--- src/rtl/fetch_align_if.sv ---
// ----------------------------------------------------------------------------
// fetch_align_if
// Purpose : groups the fetch-word stream, the instruction stream and the
//           redirect signals of the fetch aligner into one bundle.
// Signals : flush_i/redirect_pc_i  redirect request and target PC
//           fetch_valid_i/fetch_rdata_i/fetch_ready_o  I$ word handshake
//           instr_valid_o/instr_raw_o/instr_pc_o/instr_ready_i  instruction
//           handshake towards the RVC expander
// Modports: slave  - the aligner itself
//           master - the surrounding fetch unit (or a testbench)
// ----------------------------------------------------------------------------
interface fetch_align_if;
    logic        flush_i;
    logic [31:0] redirect_pc_i;
    logic        fetch_valid_i;
    logic [31:0] fetch_rdata_i;
    logic        fetch_ready_o;
    logic        instr_valid_o;
    logic [31:0] instr_raw_o;
    logic [31:0] instr_pc_o;
    logic        instr_ready_i;

    modport slave (
        input  flush_i, redirect_pc_i, fetch_valid_i, fetch_rdata_i, instr_ready_i,
        output fetch_ready_o, instr_valid_o, instr_raw_o, instr_pc_o
    );

    modport master (
        output flush_i, redirect_pc_i, fetch_valid_i, fetch_rdata_i, instr_ready_i,
        input  fetch_ready_o, instr_valid_o, instr_raw_o, instr_pc_o
    );
endinterface

--- src/rtl/fetch_align.sv ---
// ----------------------------------------------------------------------------
// fetch_align
// Purpose : splits word-aligned 32-bit fetch words into one instruction per
//           handshake. 16-bit (compressed) instructions are zero-extended,
//           32-bit instructions straddling two words are re-assembled. Tracks
//           the PC of every emitted instruction and accepts halfword-aligned
//           redirects.
// Ports   : clk    - clock
//           rst_n  - asynchronous reset, active low
//           bus    - fetch_align_if.slave (fetch words in, instructions out,
//                    flush/redirect in)
// Params  : RESET_PC - PC of the first instruction after reset (bit0 ignored)
// Config  : FETCH_ALIGN_RVC_EN - when defined, compressed instructions are
//           supported (halfword buffer, HALF and SKIP states). When undefined
//           every fetch word is emitted as one 32-bit instruction and the PC
//           stays word aligned.
// Outputs are combinational from the registered state and the fetch inputs,
// so an instruction can be emitted in the same cycle its word arrives.
// ----------------------------------------------------------------------------
module fetch_align #(
    parameter logic [31:0] RESET_PC = 32'h0000_0000
) (
    input  logic          clk,
    input  logic          rst_n,
    fetch_align_if.slave  bus
);

    logic        w_valid;
    logic        w_fready;
    logic [31:0] w_raw;
    logic [31:0] w_pc_nxt;
    logic [31:0] r_pc;
    logic        w_hs;
    logic        w_unused;

    assign w_hs = w_valid & bus.instr_ready_i;

`ifdef FETCH_ALIGN_RVC_EN
    typedef enum logic [1:0] {
        ST_ALIGNED = 2'd0,
        ST_HALF    = 2'd1,
        ST_SKIP    = 2'd2
    } state_t;

    state_t      r_st;
    state_t      w_st_nxt;
    logic [15:0] r_hw;
    logic [15:0] w_hw_nxt;
    logic        w_lo_is_c;
    logic        w_hw_is_c;

    assign w_lo_is_c = (bus.fetch_rdata_i[1:0] != 2'b11);
    assign w_hw_is_c = (r_hw[1:0] != 2'b11);
    assign w_unused  = bus.redirect_pc_i[0];

    // State, buffered upper halfword and PC registers.
    always_ff @(posedge clk or negedge rst_n) begin
        if (!rst_n) begin
            r_st <= RESET_PC[1] ? ST_SKIP : ST_ALIGNED;
            r_hw <= 16'h0000;
            r_pc <= {RESET_PC[31:1], 1'b0};
        end else begin
            r_st <= w_st_nxt;
            r_hw <= w_hw_nxt;
            r_pc <= w_pc_nxt;
        end
    end

    // Next-state and instruction/handshake decode; flush overrides everything.
    always_comb begin
        w_valid  = 1'b0;
        w_fready = 1'b0;
        w_raw    = 32'h0000_0000;
        w_st_nxt = r_st;
        w_hw_nxt = r_hw;
        w_pc_nxt = r_pc;
        if (bus.flush_i) begin
            // The stale word in flight is accepted and dropped.
            w_fready = 1'b1;
            w_pc_nxt = {bus.redirect_pc_i[31:1], 1'b0};
            w_st_nxt = bus.redirect_pc_i[1] ? ST_SKIP : ST_ALIGNED;
        end else begin
            case (r_st)
                ST_ALIGNED: begin
                    w_valid  = bus.fetch_valid_i;
                    w_fready = bus.instr_ready_i;
                    if (w_lo_is_c) begin
                        w_raw = {16'h0000, bus.fetch_rdata_i[15:0]};
                        if (w_hs) begin
                            w_hw_nxt = bus.fetch_rdata_i[31:16];
                            w_st_nxt = ST_HALF;
                            w_pc_nxt = r_pc + 32'd2;
                        end else begin
                            w_pc_nxt = r_pc;
                        end
                    end else begin
                        w_raw = bus.fetch_rdata_i;
                        if (w_hs) begin
                            w_pc_nxt = r_pc + 32'd4;
                        end else begin
                            w_pc_nxt = r_pc;
                        end
                    end
                end
                ST_HALF: begin
                    if (w_hw_is_c) begin
                        // Buffered halfword is a full instruction; the word
                        // on the bus is not needed yet.
                        w_valid  = 1'b1;
                        w_raw    = {16'h0000, r_hw};
                        w_fready = 1'b0;
                        if (w_hs) begin
                            w_st_nxt = ST_ALIGNED;
                            w_pc_nxt = r_pc + 32'd2;
                        end else begin
                            w_pc_nxt = r_pc;
                        end
                    end else begin
                        // Straddling 32-bit instruction: low half buffered,
                        // high half is the low half of the incoming word.
                        w_valid  = bus.fetch_valid_i;
                        w_raw    = {bus.fetch_rdata_i[15:0], r_hw};
                        w_fready = bus.instr_ready_i;
                        if (w_hs) begin
                            w_hw_nxt = bus.fetch_rdata_i[31:16];
                            w_pc_nxt = r_pc + 32'd4;
                        end else begin
                            w_pc_nxt = r_pc;
                        end
                    end
                end
                ST_SKIP: begin
                    // PC points at the upper half: drop the low half.
                    w_fready = 1'b1;
                    if (bus.fetch_valid_i) begin
                        w_hw_nxt = bus.fetch_rdata_i[31:16];
                        w_st_nxt = ST_HALF;
                    end else begin
                        w_st_nxt = ST_SKIP;
                    end
                end
                default: begin
                    w_st_nxt = ST_ALIGNED;
                end
            endcase
        end
    end
`else
    assign w_unused = ^bus.redirect_pc_i[1:0];

    // Word-aligned PC register.
    always_ff @(posedge clk or negedge rst_n) begin
        if (!rst_n) begin
            r_pc <= {RESET_PC[31:2], 2'b00};
        end else begin
            r_pc <= w_pc_nxt;
        end
    end

    // Every fetch word is one instruction; flush overrides.
    always_comb begin
        w_valid  = 1'b0;
        w_fready = 1'b0;
        w_raw    = 32'h0000_0000;
        w_pc_nxt = r_pc;
        if (bus.flush_i) begin
            w_fready = 1'b1;
            w_pc_nxt = {bus.redirect_pc_i[31:2], 2'b00};
        end else begin
            w_valid  = bus.fetch_valid_i;
            w_fready = bus.instr_ready_i;
            w_raw    = bus.fetch_rdata_i;
            if (w_hs) begin
                w_pc_nxt = r_pc + 32'd4;
            end else begin
                w_pc_nxt = r_pc;
            end
        end
    end
`endif

    // Outputs are held quiet while reset is asserted.
    assign bus.instr_valid_o = rst_n & w_valid;
    assign bus.fetch_ready_o = rst_n & w_fready;
    assign bus.instr_raw_o   = rst_n ? w_raw : 32'h0000_0000;
    assign bus.instr_pc_o    = r_pc;

endmodule

--- src/flat_wrapper.sv ---
// flat-port wrapper written by rule: the top's interface ports become plain ports
module fetch_align_flat 
#(
    parameter logic [31:0] RESET_PC = 32'h0000_0000
)
  (clk, rst_n, bus_flush_i, bus_redirect_pc_i, bus_fetch_valid_i, bus_fetch_rdata_i, bus_instr_ready_i, bus_fetch_ready_o, bus_instr_valid_o, bus_instr_raw_o, bus_instr_pc_o);
  fetch_align_if bus_i ();
  input  logic clk;
  input  logic rst_n;
  input wire logic [$bits(bus_i.flush_i)-1:0] bus_flush_i;
  input wire logic [$bits(bus_i.redirect_pc_i)-1:0] bus_redirect_pc_i;
  input wire logic [$bits(bus_i.fetch_valid_i)-1:0] bus_fetch_valid_i;
  input wire logic [$bits(bus_i.fetch_rdata_i)-1:0] bus_fetch_rdata_i;
  input wire logic [$bits(bus_i.instr_ready_i)-1:0] bus_instr_ready_i;
  output wire logic [$bits(bus_i.fetch_ready_o)-1:0] bus_fetch_ready_o;
  output wire logic [$bits(bus_i.instr_valid_o)-1:0] bus_instr_valid_o;
  output wire logic [$bits(bus_i.instr_raw_o)-1:0] bus_instr_raw_o;
  output wire logic [$bits(bus_i.instr_pc_o)-1:0] bus_instr_pc_o;
  assign bus_i.flush_i = bus_flush_i;
  assign bus_i.redirect_pc_i = bus_redirect_pc_i;
  assign bus_i.fetch_valid_i = bus_fetch_valid_i;
  assign bus_i.fetch_rdata_i = bus_fetch_rdata_i;
  assign bus_i.instr_ready_i = bus_instr_ready_i;
  assign bus_fetch_ready_o = bus_i.fetch_ready_o;
  assign bus_instr_valid_o = bus_i.instr_valid_o;
  assign bus_instr_raw_o = bus_i.instr_raw_o;
  assign bus_instr_pc_o = bus_i.instr_pc_o;
  fetch_align #(.RESET_PC(RESET_PC)) u_core (.clk(clk), .rst_n(rst_n), .bus(bus_i));
endmodule
--- config.mk ---
export PLATFORM = sky130hd
export DESIGN_NAME = fetch_align_flat
export DESIGN_NICKNAME = d
export VERILOG_FILES = /design/src/rtl/fetch_align_if.sv /design/src/rtl/fetch_align.sv /design/src/flat_wrapper.sv
export SDC_FILE = /design/constraint.sdc
export NUM_CORES = 1
export LEC_CHECK = 0
export ABC_AREA = 1
export BUFFER_PORTS_ARGS = -buffer_cell sky130_fd_sc_hd__buf_2
export CORE_MARGIN = 3
export CORE_UTILIZATION = 45
export DETAILED_ROUTE_END_ITERATION = 8
export PLACE_DENSITY = 0.86
export SYNTH_ARGS = -nofsm -noshare
export SYNTH_HDL_FRONTEND = slang
export SYNTH_SLANG_ARGS = --single-unit
--- constraint.sdc ---
create_clock -name clk -period 1.55 [get_ports clk]
set_input_delay 0.155 -clock clk [delete_from_list [all_inputs] [get_ports clk]]
set_output_delay 0.155 -clock clk [all_outputs]
set_load 0.02 [all_outputs]
==> flow_metrics.tcl, run 1 <==
set metrics [dict create \
    synth_area_leaders "dfrtp_1 (31%), nand2_1 (18%), inv_1 (11%)" \
    drv_cap 0 \
    stdcell_count 618 \
    post_synth_num_cell_types 30 \
    drt_iter0_markers 107 \
    ant_nets 0 \
    clk_path_buf_depth 2 \
    max_stage_delay_ns 0.40 \
    first_global_vias 2927 \
    cts_sinks 30 \
    cts_root_buffer "clkbuf_8" \
    gp_congestion 0.915 \
    switchingPower_mw 0.924 \
    critPathRequiredTime_ns 1.71 \
    synth_ff_type "dfrtp_1" \
    routed_wl_um 7940 \
    combPwrFrac_pct 32.3 \
    setup_viol 0 \
    rsz0062_at_grt "yes" \
    min_period_ns 1.54 \
    startpoint_type "flip-flop" \
    swShare_pct 37.7 \
    ys_seq_area_share_pct 30.7 \
    synthCells 405 \
    max-vdd-ir-drop_mv 0.357 \
    n_antenna_cell 0 \
    fin_crit_sh_pct 99.6 \
    netlist_area_mm2 0.00244 \
    cts_buffers 5 \
    ys_warn_count 0 \
    layout_setup_ws_ns 0.00612 \
    synth_edf_count 0 \
    clkTransAtPathRegs_ns 0.07 \
    mostFrequentLayoutCells "buf_2 (130), nand2_1 (120), inv_1 (69)" \
    cp-end-kind "flip-flop" \
    fin_skew_ns 0.00554 \
    final_common_cell "buf_2" \
    io_buffers 130 \
    area_delta_synth_final_pct 37.5 \
    clockPowerShare_pct 27.2 \
    largest_reg_flops 30 \
    post-place-ws_ns 0.0562 \
    crit_top_cell "nor2_4" \
    rows 26 \
    grt.overflow.total 0 \
    fmax_ghz 0.648 \
    arrival_ns 1.70 \
    p_int_mw 1.53 \
    grt_pass1_wl_um 13000 \
    cp_top_family "simple AND/OR/NAND/NOR gates" \
    power.share.sequential_pct 40.5 \
    path_buf_inv 1 \
    insertion_delay_ns 0.28 \
    yosys.area.top_type "dfrtp_1" \
    synth_seq_cells 30 \
    avgSynthCellArea_um2 6.03 \
    p_leak_nw 1.95 \
    hold_viol 0 \
    path_class "reg2reg" \
    pin_count 135 \
    crit_chain "ha_2 -> nand2_2 -> nor2_4 -> nand2_4 -> nor2_4 -> buf_4 -> xor2_1 -> o21bai_1" \
    holdWs_ns 0.0838 \
    antenna_found_initial 0 \
    power.density_mw_per_mm2 729 \
    hold_path.class "in2reg" \
    first_pass_iters 4 \
    async_reset_ff_share_pct 100 \
    route.detailed.drc 0 \
    dp_hpwl_um 6320 \
    cts.htree.levels 2 \
    vias 3062 \
    grt_use_total_pct 25.9 \
    outcome "finished, final reports clean" \
    drv_slew 0 \
    core_area_mm2 0.00517 \
    wl_per_cell_um 12.8 \
    critical_path_peak_fanout 4 \
    fp.dieW_um 79.7 \
    start_util_pct 47.2 \
    cts_tree "built" \
    grt_max_degree 34 \
    die_h_um 79.7 \
    via_per_inst 4.95 \
    final_layout_size_suffix_gt1_share_pct 32.5 \
    yosysTopAreaCellShare_pct 30.7 \
    dpl.cell_count 604 \
    cp_slowest_cell "dfrtp_1" \
    nets 617 \
    dieArea_mm2 0.00635 \
]
worst register-to-register path, stage by stage, from the launching register on:
cell	delay, ns
dfrtp_1	0.40
ha_2	0.21
nand2_2	0.08
nor2_4	0.17
nand2_4	0.10
nor2_4	0.13
buf_4	0.13
xor2_1	0.14
o21bai_1	0.07
layer usage:
metal | track usage [%] | vias to the layer above | routed length, µm
li1 | - | 1519 | -
met3 | 4.97 | 24 | 603
met2 | 46.6 | 127 | 4030
met5 | 0 | - | 0
met4 | 10.8 | 0 | 230
met1 | 29.7 | 1392 | 3070
what timing repair did:
action | 4_1_cts | 5_1_grt
endpoints found under the hold margin | 30 | 0
setup endpoints to repair | 0 | 18
hold buffers | 1 | 0
setup buffers | 0 | 5
gates resized for setup | 0 | 7
layout make-up:
class	count	area [µm²]
fillers	471	1810
multi-input cells	292	1370
repair buffers	147	785
flip-flops and latches	30	754
inverters	71	267
well taps	70	87.6
clock buffers	7	86.3
clock inverters	1	5.00
cell families (layout without fill, tap and decap cells):
group                    Yosys count  in the layout  synth area share, %
flip-flops                        30             30                 30.7
other                              1              2                0.154
XOR/XNOR                           9              9                 3.23
buffers and inverters             84            226                 13.6
adder cells (fa/ha/maj)            1              1                0.512
AND/OR/NAND/NOR                  252            252                 44.4
AO/OA/AOI/OAI                     28             28                 7.43
power by group through the flow:
stage	Combinational, mW	Clock (mW)	Sequential [mW]
2_1_floorplan	0.366	0	1.08
5_1_grt	0.884	0.711	1.01
4_1_cts	0.782	0.675	0.989
3_3_place_gp	0.758	0	0.999
6_report	0.791	0.666	0.992
3_5_place_dp	0.774	0	1.00
metrics by stage:
stage	utilization, %	power (mW)	setup TNS (ns)	instance area [µm²]
after detailed placement	61.9	1.78	0	3200
after global routing	64.9	2.60	-0.545	3360
after global placement	61.9	1.76	0	3200
after CTS	63.9	2.45	0	3300
after floorplan	-	1.45	0	2450
final	64.9	2.45	0	3360
cell usage after synthesis (all sizes together) (4+ instances only):
cell	count
nor2	79
inv	71
buf	10
xor2	5
xnor2	4
nand3	44
o21bai	6
o211ai	5
o21ai	9
dfrtp	30
nand2	124
final timing paths:
check,start,to,slack [ns],cells after the start
setup / recovery,u_core.bus.instr_pc_o[2],u_core.bus.instr_pc_o[18],0.006,8
hold / removal,bus_redirect_pc_i[13],u_core.bus.instr_pc_o[13],0.08,3
setup reg to reg,u_core.bus.instr_pc_o[2],u_core.bus.instr_pc_o[18],0.006,8
hold reg to reg,u_core.bus.instr_pc_o[31],u_core.bus.instr_pc_o[31],0.57,2
max in group asynchronous,rst_n,u_core.bus.instr_pc_o[19],0.81,3
min in group asynchronous,rst_n,u_core.bus.instr_pc_o[24],0.41,3
Power figures use the tool's default switching activity.
==> run 2: changes to the inputs <==
Settings changed: REMOVE_ABC_BUFFERS set to 1.
==> run 2 against run 1 <==
Net effect: cell count is the same; register-to-register slack better by 0.04 ns; clock skew is 0.0021 ns higher; combinational power rose by 2%; core utilization grew 0.27 points; first-iteration DRC count grew 130%; critical path depth grew 2; setup slack gained 0.039 ns; largest power group unchanged.
==> flow_metrics.tcl, run 2 (synthesized netlist as in run 1, its figures left out) <==
set metrics [dict create \
    outcome "finished, final reports clean" \
    rsz0062_at_grt "yes" \
    route.detailed.drc 0 \
    die_h_um 79.7 \
    via_per_inst 4.95 \
    drt_iter0_markers 247 \
    cts_buffers 5 \
    fin_skew_ns 0.00766 \
    fmax_ghz 0.664 \
    dp_hpwl_um 6280 \
    largest_reg_flops 30 \
    grt_use_total_pct 25.9 \
    cp_slowest_cell "dfrtp_1" \
    first_global_vias 2865 \
    clk_path_buf_depth 2 \
    min_period_ns 1.51 \
    combPwrFrac_pct 32.8 \
    clockPowerShare_pct 27.0 \
    antenna_found_initial 0 \
    max-vdd-ir-drop_mv 0.495 \
    cts.htree.levels 2 \
    nets 617 \
    n_antenna_cell 0 \
    core_area_mm2 0.00517 \
    p_leak_nw 1.95 \
    hold_path.class "in2reg" \
    stdcell_count 618 \
    routed_wl_um 8150 \
    num-fill-cells 472 \
    arrival_ns 1.69 \
    startpoint_type "flip-flop" \
    grt.overflow.total 0 \
    multiInputGateArea_mm2 0.00139 \
    vias 3059 \
    critical_path_peak_fanout 5 \
    wl_per_cell_um 13.2 \
    swShare_pct 37.9 \
    clkTransAtPathRegs_ns 0.07 \
    setup_viol 0 \
    regArea_um2 752 \
    insertion_delay_ns 0.29 \
    fin_crit_sh_pct 97.1 \
    mostFrequentLayoutCells "buf_2 (130), nand2_1 (119), inv_1 (69)" \
    area_delta_synth_final_pct 38.1 \
    power.share.sequential_pct 40.2 \
    final_layout_size_suffix_gt1_share_pct 32.8 \
    holdPathStages 3 \
    pin_count 135 \
    power.density_mw_per_mm2 731 \
    fp.dieW_um 79.7 \
    io_buffers 130 \
    worst_pin_slew_ns 0.526 \
    critPathRequiredTime_ns 1.73 \
    p_int_mw 1.53 \
    ff2ff_path_depth 10 \
    path_class "reg2reg" \
    max_stage_delay_ns 0.37 \
    start_util_pct 47.2 \
    grt_max_degree 34 \
    crit_top_cell "nand2_1" \
    drv_slew 0 \
    post-place-ws_ns -0.00570 \
    drv_cap 0 \
    cp-end-kind "flip-flop" \
    layout_setup_ws_ns 0.0449 \
    fin_util_pct 65.2 \
    final_common_cell "buf_2" \
    ant_nets 0 \
    grt_pass1_wl_um 12900 \
    max-slew-margin-rel_pct 64.9 \
    holdWs_ns 0.0806 \
    dpl.cell_count 606 \
    hold_viol 0 \
    crit_chain "ha_2 -> nand2_2 -> nor2_4 -> nand2_2 -> nor2_4 -> nand2_1 -> nand2_1 -> nand3_1 -> nand2_1 -> nand2_1" \
    gp_congestion 0.912 \
    rows 26 \
    first_pass_iters 5 \
    cts_sinks 30 \
    dieArea_mm2 0.00635 \
    cts_tree "built" \
    cts_root_buffer "clkbuf_8" \
    switchingPower_mw 0.933 \
]
## run 2: cell counts in the layout (fill, tap and decap cells not counted)
Identical to the previous run, type by type.
## run 2: routing by layer
metal | vias to the layer above | global-route usage [%] | part of all wire (%)
met2 | 192 | 47.5 | 49
met1 | 1332 | 28.5 | 37
met5 | - | 0 | 0
met3 | 23 | 6.32 | 11
li1 | 1512 | - | -
met4 | 0 | 9.45 | 2.4
## run 2: layout make-up
class / instances / share of cell area [%]
clock buffer: 7 / 2.56
tap: 70 / 2.60
inverter: 71 / 7.90
multi-input combinational: 292 / 41.3
sequential: 30 / 22.3
timing repair buffer: 147 / 23.2
clock inverter: 1 / 0.148
## run 2: final timing paths
path,startpoint,end,slack [ns]
min in group asynchronous,rst_n,u_core.bus.instr_pc_o[28],0.53
min reg2reg,u_core.bus.instr_pc_o[31],u_core.bus.instr_pc_o[31],0.55
max,u_core.bus.instr_pc_o[3],u_core.bus.instr_pc_o[24],0.04
max in group asynchronous,rst_n,u_core.bus.instr_pc_o[13],0.69
min,bus_redirect_pc_i[19],u_core.bus.instr_pc_o[19],0.08
max reg2reg,u_core.bus.instr_pc_o[3],u_core.bus.instr_pc_o[24],0.04
## run 2: power by group through the flow
stage          registers [mW]  clock network [mW]  logic, mW
6_report                0.990               0.666      0.810
5_1_grt                  1.00               0.703      0.899
4_1_cts                 0.983               0.667      0.801
3_5_place_dp            0.997                   0      0.789
3_3_place_gp            0.991                   0      0.769
2_1_floorplan            1.08                   0      0.346
## run 2: stage by stage
stage / total power, mW / instance area (µm²) / TNS [ns]
after detailed placement: 1.79 / 3220 / -0.00570
after global routing: 2.60 / 3370 / -0.160
after CTS: 2.45 / 3330 / 0
after global placement: 1.76 / 3220 / 0
after floorplan: 1.43 / 2380 / 0
final: 2.47 / 3370 / 0
## run 2: timing repair
action                     4_1_cts  5_1_grt
pin swaps                        0        7
hold buffers                     1        0
resized for setup                0       10
setup buffers                    1        2
hold endpoints to repair        30        0
gates cloned                     0        0
setup endpoints to repair        1        8
## run 2: worst max-delay path, delay by kind of cell, from the launching register on
kind	cells	cell delay (ns)
adder cells (fa/ha/maj)	1	0.20
AND/OR/NAND/NOR	9	0.85
flip-flops	1	0.37
